## config.mk

```make
export PLATFORM = sky130hd
export DESIGN_NAME = mem_wb_pipe
export DESIGN_NICKNAME = d
export VERILOG_FILES = /design/src/rtl/mem_wb_pipe.sv
export SDC_FILE = /design/constraint.sdc
export NUM_CORES = 1
export LEC_CHECK = 0
export ABC_AREA = 1
export ABC_CLOCK_PERIOD_IN_PS = 3550
export CELL_PAD_IN_SITES_DETAIL_PLACEMENT = 0
export CELL_PAD_IN_SITES_GLOBAL_PLACEMENT = 1
export CORE_MARGIN = 3
export CORE_UTILIZATION = 35
export CTS_CLUSTER_SIZE = 10
export DETAILED_ROUTE_END_ITERATION = 12
export PLACE_DENSITY = 0.95
export SYNTH_ARGS = -nofsm -noshare
export SYNTH_HDL_FRONTEND = slang
export SYNTH_SLANG_ARGS = --single-unit
```

## constraint.sdc

```tcl
create_clock -name clk -period 3.55 [get_ports clk]
set_clock_uncertainty 0.2 [all_clocks]
set_input_delay 0.71 -clock clk [delete_from_list [all_inputs] [get_ports clk]]
set_output_delay 0.71 -clock clk [all_outputs]
set_load 0.005 [all_outputs]
```

## src/rtl/mem_wb_pipe.sv

```systemverilog
// MEM/WB pipeline stage: selects the writeback value (ALU result or an
// aligned, extended load), holds it behind a valid/ready handshake with a
// one-deep skid register, and presents it to the register file and the
// forwarding unit.
module mem_wb_pipe #(
  parameter int DATA_W = 32,
  parameter int REG_AW = 5,
  parameter int OFF_W  = $clog2(DATA_W/8)
) (
  input  logic              clk,
  input  logic              reset,
  input  logic              flush,
  input  logic              in_valid,
  output logic              in_ready,
  input  logic              in_reg_write,
  input  logic              in_mem_to_reg,
  input  logic [2:0]        in_load_type,
  input  logic [OFF_W-1:0]  in_byte_off,
  input  logic [DATA_W-1:0] in_read_data,
  input  logic [DATA_W-1:0] in_alu_res,
  input  logic [REG_AW-1:0] in_dst,
  output logic              out_valid,
  input  logic              out_ready,
  output logic              out_reg_write,
  output logic [REG_AW-1:0] out_dst,
  output logic [DATA_W-1:0] out_wb_data,
  output logic              out_misaligned,
  output logic              fwd_valid,
  output logic [REG_AW-1:0] fwd_dst,
  output logic [DATA_W-1:0] fwd_data
);

  typedef enum logic [2:0] {
    LD_FULL  = 3'b000,
    LD_H     = 3'b001,
    LD_HU    = 3'b010,
    LD_B     = 3'b011,
    LD_BU    = 3'b100,
    LD_W     = 3'b101,
    LD_WU    = 3'b110,
    LD_FULL7 = 3'b111
  } loadType_t;

  typedef struct packed {
    logic              regWrite;
    logic [REG_AW-1:0] dst;
    logic [DATA_W-1:0] data;
    logic              misaligned;
  } entry_t;

  // Offsets rounded down to a halfword / word boundary inside the data word.
  localparam logic [OFF_W-1:0] HALF_MASK = ~OFF_W'(1);
  localparam logic [OFF_W-1:0] WORD_MASK = ~OFF_W'(3);

  logic [OFF_W+2:0]  byteShift;
  logic [OFF_W+2:0]  halfShift;
  logic [OFF_W+2:0]  wordShift;
  logic [7:0]        byteVal;
  logic [15:0]       halfVal;
  logic [31:0]       wordVal;
  logic [DATA_W-1:0] loadVal;
  logic              loadMis;
  entry_t            inEntry;

  entry_t oEntry;
  logic   oValid;
  entry_t sEntry;
  logic   sValid;

  logic xferIn;
  logic oDrain;

  // Build the incoming entry: lane-select and extend the load, pick the
  // writeback source, and flag offsets whose dropped low bits are nonzero.
  always_comb begin
    byteShift = {in_byte_off, 3'b000};
    halfShift = {in_byte_off & HALF_MASK, 3'b000};
    wordShift = {in_byte_off & WORD_MASK, 3'b000};
    byteVal   = 8'(in_read_data >> byteShift);
    halfVal   = 16'(in_read_data >> halfShift);
    wordVal   = 32'(in_read_data >> wordShift);
    loadVal   = in_read_data;
    loadMis   = |in_byte_off;
    case (loadType_t'(in_load_type))
      LD_H: begin
        loadVal = DATA_W'(signed'(halfVal));
        loadMis = in_byte_off[0];
      end
      LD_HU: begin
        loadVal = DATA_W'(halfVal);
        loadMis = in_byte_off[0];
      end
      LD_B: begin
        loadVal = DATA_W'(signed'(byteVal));
        loadMis = 1'b0;
      end
      LD_BU: begin
        loadVal = DATA_W'(byteVal);
        loadMis = 1'b0;
      end
      LD_W: begin
        loadVal = DATA_W'(signed'(wordVal));
        loadMis = |in_byte_off[1:0];
      end
      LD_WU: begin
        loadVal = DATA_W'(wordVal);
        loadMis = |in_byte_off[1:0];
      end
      default: begin
        loadVal = in_read_data;
        loadMis = |in_byte_off;
      end
    endcase
    inEntry.regWrite   = in_reg_write;
    inEntry.dst        = in_dst;
    inEntry.data       = in_mem_to_reg ? loadVal : in_alu_res;
    inEntry.misaligned = in_mem_to_reg & loadMis;
  end

  assign in_ready = ~sValid & ~reset;
  assign xferIn   = in_valid & in_ready;
  assign oDrain   = ~oValid | out_ready;

  // Output and skid registers: O refills from S first so order stays FIFO,
  // and S only captures an entry while O is stalled.
  always_ff @(posedge clk) begin
    if (reset) begin
      oValid <= 1'b0;
      oEntry <= '0;
      sValid <= 1'b0;
      sEntry <= '0;
    end else if (flush) begin
      oValid <= 1'b0;
      sValid <= 1'b0;
    end else if (oDrain) begin
      if (sValid) begin
        oValid <= 1'b1;
        oEntry <= sEntry;
        sValid <= xferIn;
        if (xferIn) sEntry <= inEntry;
      end else begin
        oValid <= xferIn;
        if (xferIn) oEntry <= inEntry;
      end
    end else if (xferIn) begin
      sValid <= 1'b1;
      sEntry <= inEntry;
    end
  end

  assign out_valid      = oValid;
  assign out_dst        = oEntry.dst;
  assign out_wb_data    = oEntry.data;
  assign out_misaligned = oEntry.misaligned;
  assign out_reg_write  = oValid & oEntry.regWrite & (oEntry.dst != '0);

  assign fwd_valid = out_reg_write;
  assign fwd_dst   = oEntry.dst;
  assign fwd_data  = oEntry.data;

endmodule
```

# After elaboration in Yosys (flattened, before gate mapping)
# Cells that the tools add are included.
classes:
  add_sub_neg: 0
  multipliers: 0
  n_div: 0
  magnitude_cmp: 0
  n_eq_ne: 5
  shift: 2
  n_mux: 12
  bitwise_logic: 10
  n_reduce_logical: 9
op_table:
  columns: ["cell", "n"]
  rows:
  - ["39-bit two-way mux", 5]
  - ["32-bit case mux with 4 select lines", 1]
  - ["32-bit two-way mux", 1]
  - ["32-bit by 5-bit >> shifter with 16-bit output", 1]
  - ["32-bit by 5-bit >> shifter with 8-bit output", 1]
  - ["2-bit OR reduction", 4]
  - ["3-bit by 2-bit == test with 1-bit output, second input constant", 2]
  - ["1-bit AND", 5]
  - ["5-bit nonzero test", 1]
  - ["1-bit two-way mux", 4]
  - ["1-bit NOT", 4]
  - ["2-bit nonzero test", 2]
  - ["3-bit by 1-bit == test with 1-bit output, second input constant", 1]
  - ["3-bit == test, second input constant", 1]
  - ["3-bit AND reduction", 1]
  - ["2-bit != test, second input constant", 1]
  - ["1-bit case mux with 2 select lines", 1]
  - ["2-bit AND reduction", 1]
  - ["1-bit OR", 1]
word_totals:
  reg_bits: 80
  latchBits: 0
  mem_bits_rw: 0
  rom_bits: 0
  inputBits: 81
  out_inout_bits: 79
  elab_cells: 48
  n_memories: 0

# Logic depth before layout (Yosys ltp)
# Gate-level depths: netlist of the first run.
logic_depth:
  depth_word: 7
  mapped_depth: 12
  ltp_nobuf: 12

# Least setup slack after synthesis of the first run
# Ideal clock, no wire load.
synth_path:
  path_kind: "input-to-reg"
  startpoint: "input in_byte_off[0]"
  endpoint: "register oEntry (netlist bit fwd_data[21])"
  setup_ps: 119
  t_arrival_ps: 1813
  required_ps: 3231
  slack_ps: 1418
  stages: 9
  path_buffers: 2
  cell_sequence: "buf_2 or2_2 nand2_1 nand2_1 a21oi_4 buf_4 nand2_1 nand3_1 a21oi_1"
synth_via:
  elab_chain_len: 5
synth_lines:
  columns: ["item", "line_no", "source"]
  rows:
  - ["start, declared", "18", "input logic [OFF_W-1:0] in_byte_off,"]
  - ["32-bit by 5-bit >> shifter with 8-bit output", "79", "byteVal = 8'(in_read_data >> byteShift);"]
  - ["32-bit case mux with 4 select lines", "84", "case (loadType_t'(in_load_type))"]
  - ["32-bit two-way mux", "116", "inEntry.data = in_mem_to_reg ? loadVal : in_alu_res;"]
  - ["39-bit two-way mux", "143", "if (xferIn) oEntry <= inEntry;"]
  - ["39-bit two-way mux", "136", "if (sValid) begin"]
  - ["end signal, assigned", "138", "oEntry <= sEntry;"]
  - ["end signal, assigned", "143", null]
  - ["end, declared", "65", "entry_t oEntry;"]
# Every way passes these cells. The select of a mux whose other input is x is not followed.
# A chain may end at the register's enable or synchronous reset.

# Worst setup path in the final report of the first run
layout_path:
  startpoint: "input reset"
  endpoint: "output in_ready"
layout_via:
  elab_chain_len: 2
layout_lines:
  columns: ["item", "line_no", "source"]
  rows:
  - ["start, declared", "11", "input logic reset,"]
  - ["1-bit NOT", "120", "assign in_ready = ~sValid & ~reset;"]
  - ["1-bit AND", "120", null]
  - ["end, declared", "14", "output logic in_ready,"]
# Every way passes these cells.

==> flow_summary_export.csv, run 1 <==
group,metric,value,unit
run_status,status,"finished, final reports clean",
drt,antenna_left,0,
clock_network,insertion_delay,0.35,ns
global_routing,grt_max_degree,61,
clock_network,ctsRootBufferMaster,"clkbuf_16",
drt,first_pass_iters,5,
logic_synthesis,synth_edf_count,0,
setup_path,end_kind,"output port",
sta,fin_tns_setup,0,ns
logic_synthesis,syn_inst,822,
clock_network,cts_resized,0,
logic_synthesis,syn_area,5230,µm²
floorplanning,die_w,128,µm
clock_network,tritoncts,"built",
min_path,holdCritStartpoint,"sEntry[35]$_SDFFE_PP0P_",
setup_path,cp.required,2.64,ns
place,io_buffers,159,
place,gp_congestion,0.891,
logic_synthesis,synth_most_common_cell,"nand2_1",
setup_path,critPathMostFrequentCell,"clkdlybuf4s50_1",
setup_path,cp_num_cells,3,
logic_synthesis,syn_nets,903,
logic_synthesis,async_flop_share,0,%
cells_and_area,finalInstanceArea,6670,µm²
floorplanning,io-pin-count,160,
sta,layout_setup_ws,0.761,ns
setup_path,cp_max_fo,6,
power_and_ir_drop,max-vdd-ir-drop,0.214,mV
drt,routed_via_density,4.91,
logic_synthesis,yosysTopAreaCell,"dfxtp_1",
floorplanning,die_area,16500,µm²
setup_path,rr_startpoint,"sValid$_SDFFE_PP0P_",
place,dp_hpwl,11100,µm
min_path,hold_depth,2,
clock_network,holdBufCountCts,0,
drt,wl,15700,µm
drt,drtIter0Drc,497,
place,dp_slack,0.603,ns
logic_synthesis,yosysUniqueCellTypes,30,
setup_path,r2r_end,"fwd_data[7]$_SDFFE_PP0P_",
setup_path,worst_setup_path_start_kind,"input port",
min_path,holdPathEnd,"fwd_dst[2]$_SDFFE_PP0P_",
setup_path,ff2ff_setup_slack,1.38,ns
floorplanning,initial_core_util,35.9,%
drt,wl_per_cell,14.7,µm
setup_path,startpoint,"reset",
logic_synthesis,ys_ff_latch,80,
place,dp.cells,1052,
global_routing,grt_pass1_vias,4716,
setup_path,crit_buf_inv,2,
cells_and_area,area_growth,27.4,%
floorplanning,die_h,128,µm
sta,setup_violations,0,
floorplanning,num_rows,44,
global_routing,grt_overflow,0,
sta,timing.final.hold_violations,0,
cells_and_area,antenna_cells,0,
cells_and_area,layout-drive-gt1-share,8.14,%
setup_path,cp.arrival,1.88,ns
clock_network,clk_pin_slew,0.06,ns
setup_path,worstRegToRegCells,6,
cells_and_area,nNetsFinal,960,
logic_synthesis,synth_ff_type,"dfxtp_1",
setup_path,critPathSlowestCell,"clkdlybuf4s50_1",
clock_network,post_cts_buffers,0,
sta,final.period_utilization,78.6,%
setup_path,critPathMaxStageDelay,0.52,ns
cells_and_area,layout.cells.non_filler,1068,
sta,maxSlewViolCount,0,
logic_synthesis,netlist_top_cells_count,"235 x nand2_1, 99 x a21oi_1, 82 x o21ai_0, 80 x dfxtp_1, 76 x buf_4",
flow_run,maxCapViolCount,0,
global_routing,grt.total_usage,18.8,%
logic_synthesis,ys_warn_count,0,
floorplanning,core_area,14600,µm²
sta,worst_pin_slew,1.02,ns
sta,fin_crit,2.79,ns
setup_path,path_class,"in -> out",
clock_network,clock_path_buffers,2,
logic_synthesis,syn_area_per_cell,6.37,µm²
logic_synthesis,netlist.area_leader.share,30.6,%
clock_network,cts_buffers,9,
clock_network,cts_max_level,3,
logic_synthesis,synth.area.top_cells,"dfxtp_1 31%, nand2_1 17%, buf_4 11%",
global_routing,antenna_found_initial,0,
drt,vias,5244,
logic_synthesis,ys_seq_area_share,30.6,%
cells_and_area,fill_cells,1512,
sta,fmax,0.359,GHz
setup_path,crit_chain,"clkdlybuf4s50_1 > nor2_1 > clkdlybuf4s50_1",
sta,rsz0062_at_grt,"no",
clock_network,cts.sinks,80,
power_and_ir_drop,power_density,371,nW/µm²
sta,slew_headroom,32.0,%
setup_path,cp_top_family,"buffers and inverters",
drt,route.detailed.drc,0,
min_path,hold_class,"reg -> reg",
power_and_ir_drop,leakage,3.08,nW
place,placed_cell_area,6340,µm²
global_routing,grt_pass1_wl,24700,µm
[kinds of logic (layout without fill, tap and decap cells)]
| kind of cell | after synthesis | in the layout | share of synthesized area [%] |
|---|---|---|---|
| AND/OR/NAND/NOR | 376 | 376 | 31.4 |
| AO/OA/AOI/OAI | 194 | 194 | 19.1 |
| buffers and inverters | 172 | 234 | 18.9 |
| flip-flops | 80 | 80 | 30.6 |
[cell usage in the layout (no fill, tap or decap)]
| master | n |
|---|---|
| a21oi_1 | 99 |
| o21ai_1 | 3 |
| nand3b_2 | 1 |
| inv_2 | 4 |
| inv_1 | 44 |
| nor4_1 | 1 |
| nor3b_2 | 1 |
| clkdlybuf4s50_1 | 158 |
| or3_1 | 1 |
| buf_12 | 1 |
| nand2_4 | 1 |
| o21ai_0 | 82 |
| nor3_4 | 1 |
| buf_4 | 10 |
| nand3_1 | 44 |
| nor2_4 | 1 |
| a21oi_4 | 1 |
| nand3_2 | 1 |
| clkbuf_8 | 1 |
| clkbuf_16 | 9 |
| a211oi_1 | 1 |
| dfxtp_1 | 80 |
| a31oi_1 | 6 |
| o21a_1 | 1 |
| nand2_1 | 235 |
| clkinvlp_4 | 1 |
| inv_6 | 1 |
| bufinv_16 | 2 |
| nand4_1 | 16 |
| clkinv_4 | 1 |
| o311ai_0 | 1 |
| nor2_1 | 40 |
| clkinv_2 | 1 |
| buf_2 | 1 |
| or2_2 | 33 |
[routing by layer]
layer | part of all wire, % | vias to the layer above | wire, µm | track usage (%)
met5 | 0 | - | 0 | 0
met4 | 1.7 | 0 | 268 | 6.24
met3 | 6.7 | 17 | 1060 | 5.13
met2 | 45 | 160 | 7030 | 28.7
met1 | 47 | 2347 | 7340 | 25.6
li1 | - | 2720 | - | -
[worst max path at each step]
stage,endpoint,slack (ns)
detailed placement,fwd_data[19]$_SDFFE_PP0P_,0.60
floorplan,fwd_data[21]$_SDFFE_PP0P_,1.42
global placement,fwd_data[19]$_SDFFE_PP0P_,0.62
global route,fwd_valid,0.61
finish,in_ready,0.76
CTS,fwd_valid,0.74
[flip-flops by register name, summed over array words and instances (netlist names)]
register and flops:
fwd_data 32, fwd_dst 5, oEntry 1, out_misaligned 1, out_valid 1, sEntry 39
sValid 1
[power breakdown]
group / internal, mW / switching [mW] / leakage, nW / total [mW]
logic: 0.253 / 0.251 / 2.27 / 0.504
clock network: 0.637 / 0.389 / 0.159 / 1.03
registers: 0.924 / 0.0189 / 0.649 / 0.943
total: 1.81 / 0.659 / 3.08 / 2.47
[worst register-to-register path, cell delays in order (launching register included)]
cell	delay [ns]
dfxtp_1	0.36
buf_4	0.44
nor2_1	0.20
nor3_4	0.20
inv_2	0.31
a21oi_1	0.26
a21oi_1	0.09
[per-stage QoR]
| step | hold slack, ns | power [mW] | util, % |
|---|---|---|---|
| 6_report | 0.282 | 2.47 | 45.7 |
| 4_1_cts | 0.282 | 2.50 | 45.7 |
| 2_1_floorplan | 0.255 | 1.27 | - |
| 3_5_place_dp | 0.273 | 1.47 | 43.4 |
| 3_3_place_gp | 0.264 | 1.47 | 43.4 |
| 5_1_grt | 0.303 | 2.60 | 45.7 |
[cell type report]
class	count	area (µm²)	area share, %
repair buffers	170	1680	25.2
inverters	48	180	2.70
clock buffers	10	239	3.59
clock inverters	6	90.1	1.35
well taps	184	230	3.45
flip-flops and latches	80	1600	24.0
multi-input cells	570	2640	39.6
Note: power is estimated with default switching activity, not from simulation.
==> run 2, diff against run 1 <==
--- a/config.mk
+++ b/config.mk
@@ -6,14 +6,14 @@
 export NUM_CORES = 1
 export LEC_CHECK = 0
 export ABC_AREA = 1
-export ABC_CLOCK_PERIOD_IN_PS = 3550
+export ABC_CLOCK_PERIOD_IN_PS = 2320
 export CELL_PAD_IN_SITES_DETAIL_PLACEMENT = 0
 export CELL_PAD_IN_SITES_GLOBAL_PLACEMENT = 1
 export CORE_MARGIN = 3
-export CORE_UTILIZATION = 35
+export CORE_UTILIZATION = 29
 export CTS_CLUSTER_SIZE = 10
 export DETAILED_ROUTE_END_ITERATION = 12
-export PLACE_DENSITY = 0.95
+export PLACE_DENSITY = 0.89
 export SYNTH_ARGS = -nofsm -noshare
 export SYNTH_HDL_FRONTEND = slang
 export SYNTH_SLANG_ARGS = --single-unit
==> constraint.sdc (replaced) <==
create_clock -name clk -period 2.32 [get_ports clk]
set_clock_uncertainty 0.2 [all_clocks]
set_input_delay 0.464 -clock clk [delete_from_list [all_inputs] [get_ports clk]]
set_output_delay 0.464 -clock clk [all_outputs]
set_load 0.005 [all_outputs]
==> flow_summary_export.csv, run 2 (synthesis results as in run 1) <==
group,metric,value,unit
global_routing,grt.total_usage,17.2,%
sta,maxSlewViolCount,0,
clock_network,clk_pin_slew,0.06,ns
floorplanning,die_h,140,µm
clock_network,insertion_delay,0.35,ns
floorplanning,io-pin-count,160,
global_routing,grt_pass1_wl,27200,µm
clock_network,ctsRootBufferMaster,"clkbuf_16",
global_routing,grt_pass1_vias,5143,
clock_network,cts_buffers,9,
cells_and_area,area_growth,35.5,%
drt,wl,17100,µm
place,placed_cell_area,6720,µm²
run_status,status,"finished, final reports clean",
cells_and_area,finalInstanceArea,7090,µm²
power_and_ir_drop,max-vdd-ir-drop,0.371,mV
setup_path,end_kind,"output port",
setup_path,cp.arrival,1.60,ns
setup_path,r2r_end,"sEntry[24]$_SDFFE_PP0P_",
cells_and_area,final_cell_mix,"235 x nand2_1, 156 x clkdlybuf4s50_1, 99 x a21oi_1",
floorplanning,num_rows,48,
setup_path,cp-endpoint,"fwd_valid",
place,io_buffers,159,
sta,fmax,0.442,GHz
cells_and_area,multi_input_area,2670,µm²
sta,timing.final.hold_violations,0,
floorplanning,core_area,17500,µm²
drt,first_pass_iters,5,
setup_path,worst_setup_path_start_kind,"flip-flop",
drt,routed_via_density,4.71,
power_and_ir_drop,power_density,557,nW/µm²
setup_path,cp_num_cells,4,
global_routing,grt_max_degree,46,
clock_network,tritoncts,"built",
sta,fin_crit,2.26,ns
power_and_ir_drop,fin_total_pwr,3.95,mW
clock_network,clock_path_buffers,2,
cells_and_area,layout-drive-gt1-share,11.9,%
floorplanning,die_w,140,µm
drt,antenna_left,0,
drt,route.detailed.drc,0,
setup_path,cp_max_fo,4,
clock_network,cts.sinks,80,
drt,vias,5380,
power_and_ir_drop,p_int,2.90,mW
cells_and_area,final_common_cell,"nand2_1",
floorplanning,initial_core_util,29.9,%
sta,worst_pin_slew,0.508,ns
clock_network,cts_max_level,3,
cells_and_area,seq_area,1600,µm²
power_and_ir_drop,p_comb_share,21.1,%
power_and_ir_drop,power_switching,1.04,mW
sta,slew_headroom,66.2,%
global_routing,grt_overflow,0,
cells_and_area,fill_cells,1866,
flow_run,maxCapViolCount,0,
setup_path,startpoint,"fwd_dst[1]$_SDFFE_PP0P_",
setup_path,ff2ff_setup_slack,0.58,ns
sta,fin_tns_setup,0,ns
setup_path,cp_top_family,"simple AND/OR/NAND/NOR gates",
setup_path,worstRegToRegCells,7,
power_and_ir_drop,p_seq_share,36.7,%
cells_and_area,largest_register_ffs,39,
cells_and_area,antenna_cells,0,
setup_path,crit_chain,"or3_4 > o311ai_4 > inv_1 > dlygate4sd2_1",
global_routing,antenna_found_initial,0,
power_and_ir_drop,clockPowerShare,42.2,%
floorplanning,die_area,19700,µm²
cells_and_area,nNetsFinal,993,
power_and_ir_drop,leakage,3.29,nW
setup_path,critPathMaxStageDelay,0.38,ns
power_and_ir_drop,swShare,26.4,%
drt,wl_per_cell,14.9,µm
sta,final.period_utilization,97.6,%
min_path,holdCritStartpoint,"sEntry[33]$_SDFFE_PP0P_",
setup_path,cp.required,1.66,ns
setup_path,path_class,"reg -> out",
sta,setup_violations,0,
setup_path,critPathSlowestCell,"or3_4",
setup_path,rr_startpoint,"out_valid$_SDFFE_PP0N_",
place,dp.cells,1125,
cells_and_area,largest-register,"sEntry",
place,dp_hpwl,12300,µm
setup_path,crit_buf_inv,2,
place,gp_congestion,0.899,
drt,drtIter0Drc,329,
cells_and_area,layout.cells.non_filler,1142,
min_path,hold_class,"reg -> reg",
[run 2: changes by cell type in the layout (fill, tap and decap cells not counted), sizes merged]
cell | before | now
dlygate4sd2 | 0 | 2
clkdlybuf4s50 | 158 | 156
bufinv | 2 | 3
clkbuf | 10 | 9
buf | 12 | 45
inv | 49 | 48
clkinv | 2 | 3
[run 2: worst reg2reg max path, cell delays in order (launching register included)]
cell and delay, ns:
dfxtp_1 0.39, inv_1 0.06, nor2_1 0.26, nand3_1 0.19, inv_2 0.15, buf_4 0.19, o21ai_0 0.09, a21oi_1 0.13
[run 2: area by class of cell]
| type | count | area share, % |
|---|---|---|
| multi-input cells | 570 | 37.6 |
| repair buffers | 203 | 28.4 |
| flip-flops and latches | 80 | 22.6 |
| well taps | 225 | 3.97 |
| clock buffers | 9 | 3.18 |
| inverters | 48 | 2.54 |
| clock inverters | 7 | 1.69 |
[run 2: through the flow]
stage	util, %	hold WS, ns	setup slack (ns)
6_report	40.6	0.273	0.0551
5_1_grt	40.6	0.301	-0.0136
4_1_cts	40.4	0.274	0.00942
3_5_place_dp	38.4	0.270	-0.187
3_3_place_gp	38.4	0.261	-0.205
2_1_floorplan	-	0.255	0.434
[run 2: power groups by stage]
stage                     logic, mW  registers, mW  clock network [mW]
after global routing          0.927           1.45                1.76
final                         0.835           1.45                1.67
after CTS                     0.839           1.45                1.70
after detailed placement      0.830           1.48                   0
after global placement        0.828           1.48                   0
after floorplan               0.482           1.47                   0
[run 2: routing by layer]
metal / routed length, µm / GRT usage [%] / share of wire (%) / vias to the layer above
li1: - / - / - / 2776
met1: 7870 / 23.2 / 46 / 2421
met2: 7890 / 27.7 / 46 / 168
met3: 1080 / 4.44 / 6.4 / 15
met4: 210 / 3.93 / 1.2 / 0
met5: 0 / 0 / 0 / -
[run 2: worst min-delay path by stage]
stage	end	slack, ns	depth (start not counted)
2_1_floorplan	sEntry[33]$_SDFFE_PP0P_	0.26	2
3_5_place_dp	fwd_dst[2]$_SDFFE_PP0P_	0.27	2
6_report	fwd_dst[0]$_SDFFE_PP0P_	0.27	2
5_1_grt	fwd_dst[4]$_SDFFE_PP0P_	0.30	2
4_1_cts	fwd_dst[0]$_SDFFE_PP0P_	0.27	2
3_3_place_gp	sEntry[34]$_SDFFE_PP0P_	0.26	2
[run 2: timing repair]
item / 4_1_cts / 5_1_grt
gates resized for setup: 4 / 3
hold buffers: 0 / 0
gates cloned: 0 / 0
setup endpoints to repair: 2 / 2
pin swaps: 1 / 1
buffers inserted: 1 / 0
==> run 3, diff against run 2 <==
--- a/config.mk
+++ b/config.mk
@@ -14,6 +14,7 @@
 export CTS_CLUSTER_SIZE = 10
 export DETAILED_ROUTE_END_ITERATION = 12
 export PLACE_DENSITY = 0.89
+export SKIP_LAST_GASP = 1
 export SYNTH_ARGS = -nofsm -noshare
 export SYNTH_HDL_FRONTEND = slang
 export SYNTH_SLANG_ARGS = --single-unit
==> results of run 3 <==
Final layout, timing and power as in run 2 (identical DEF).
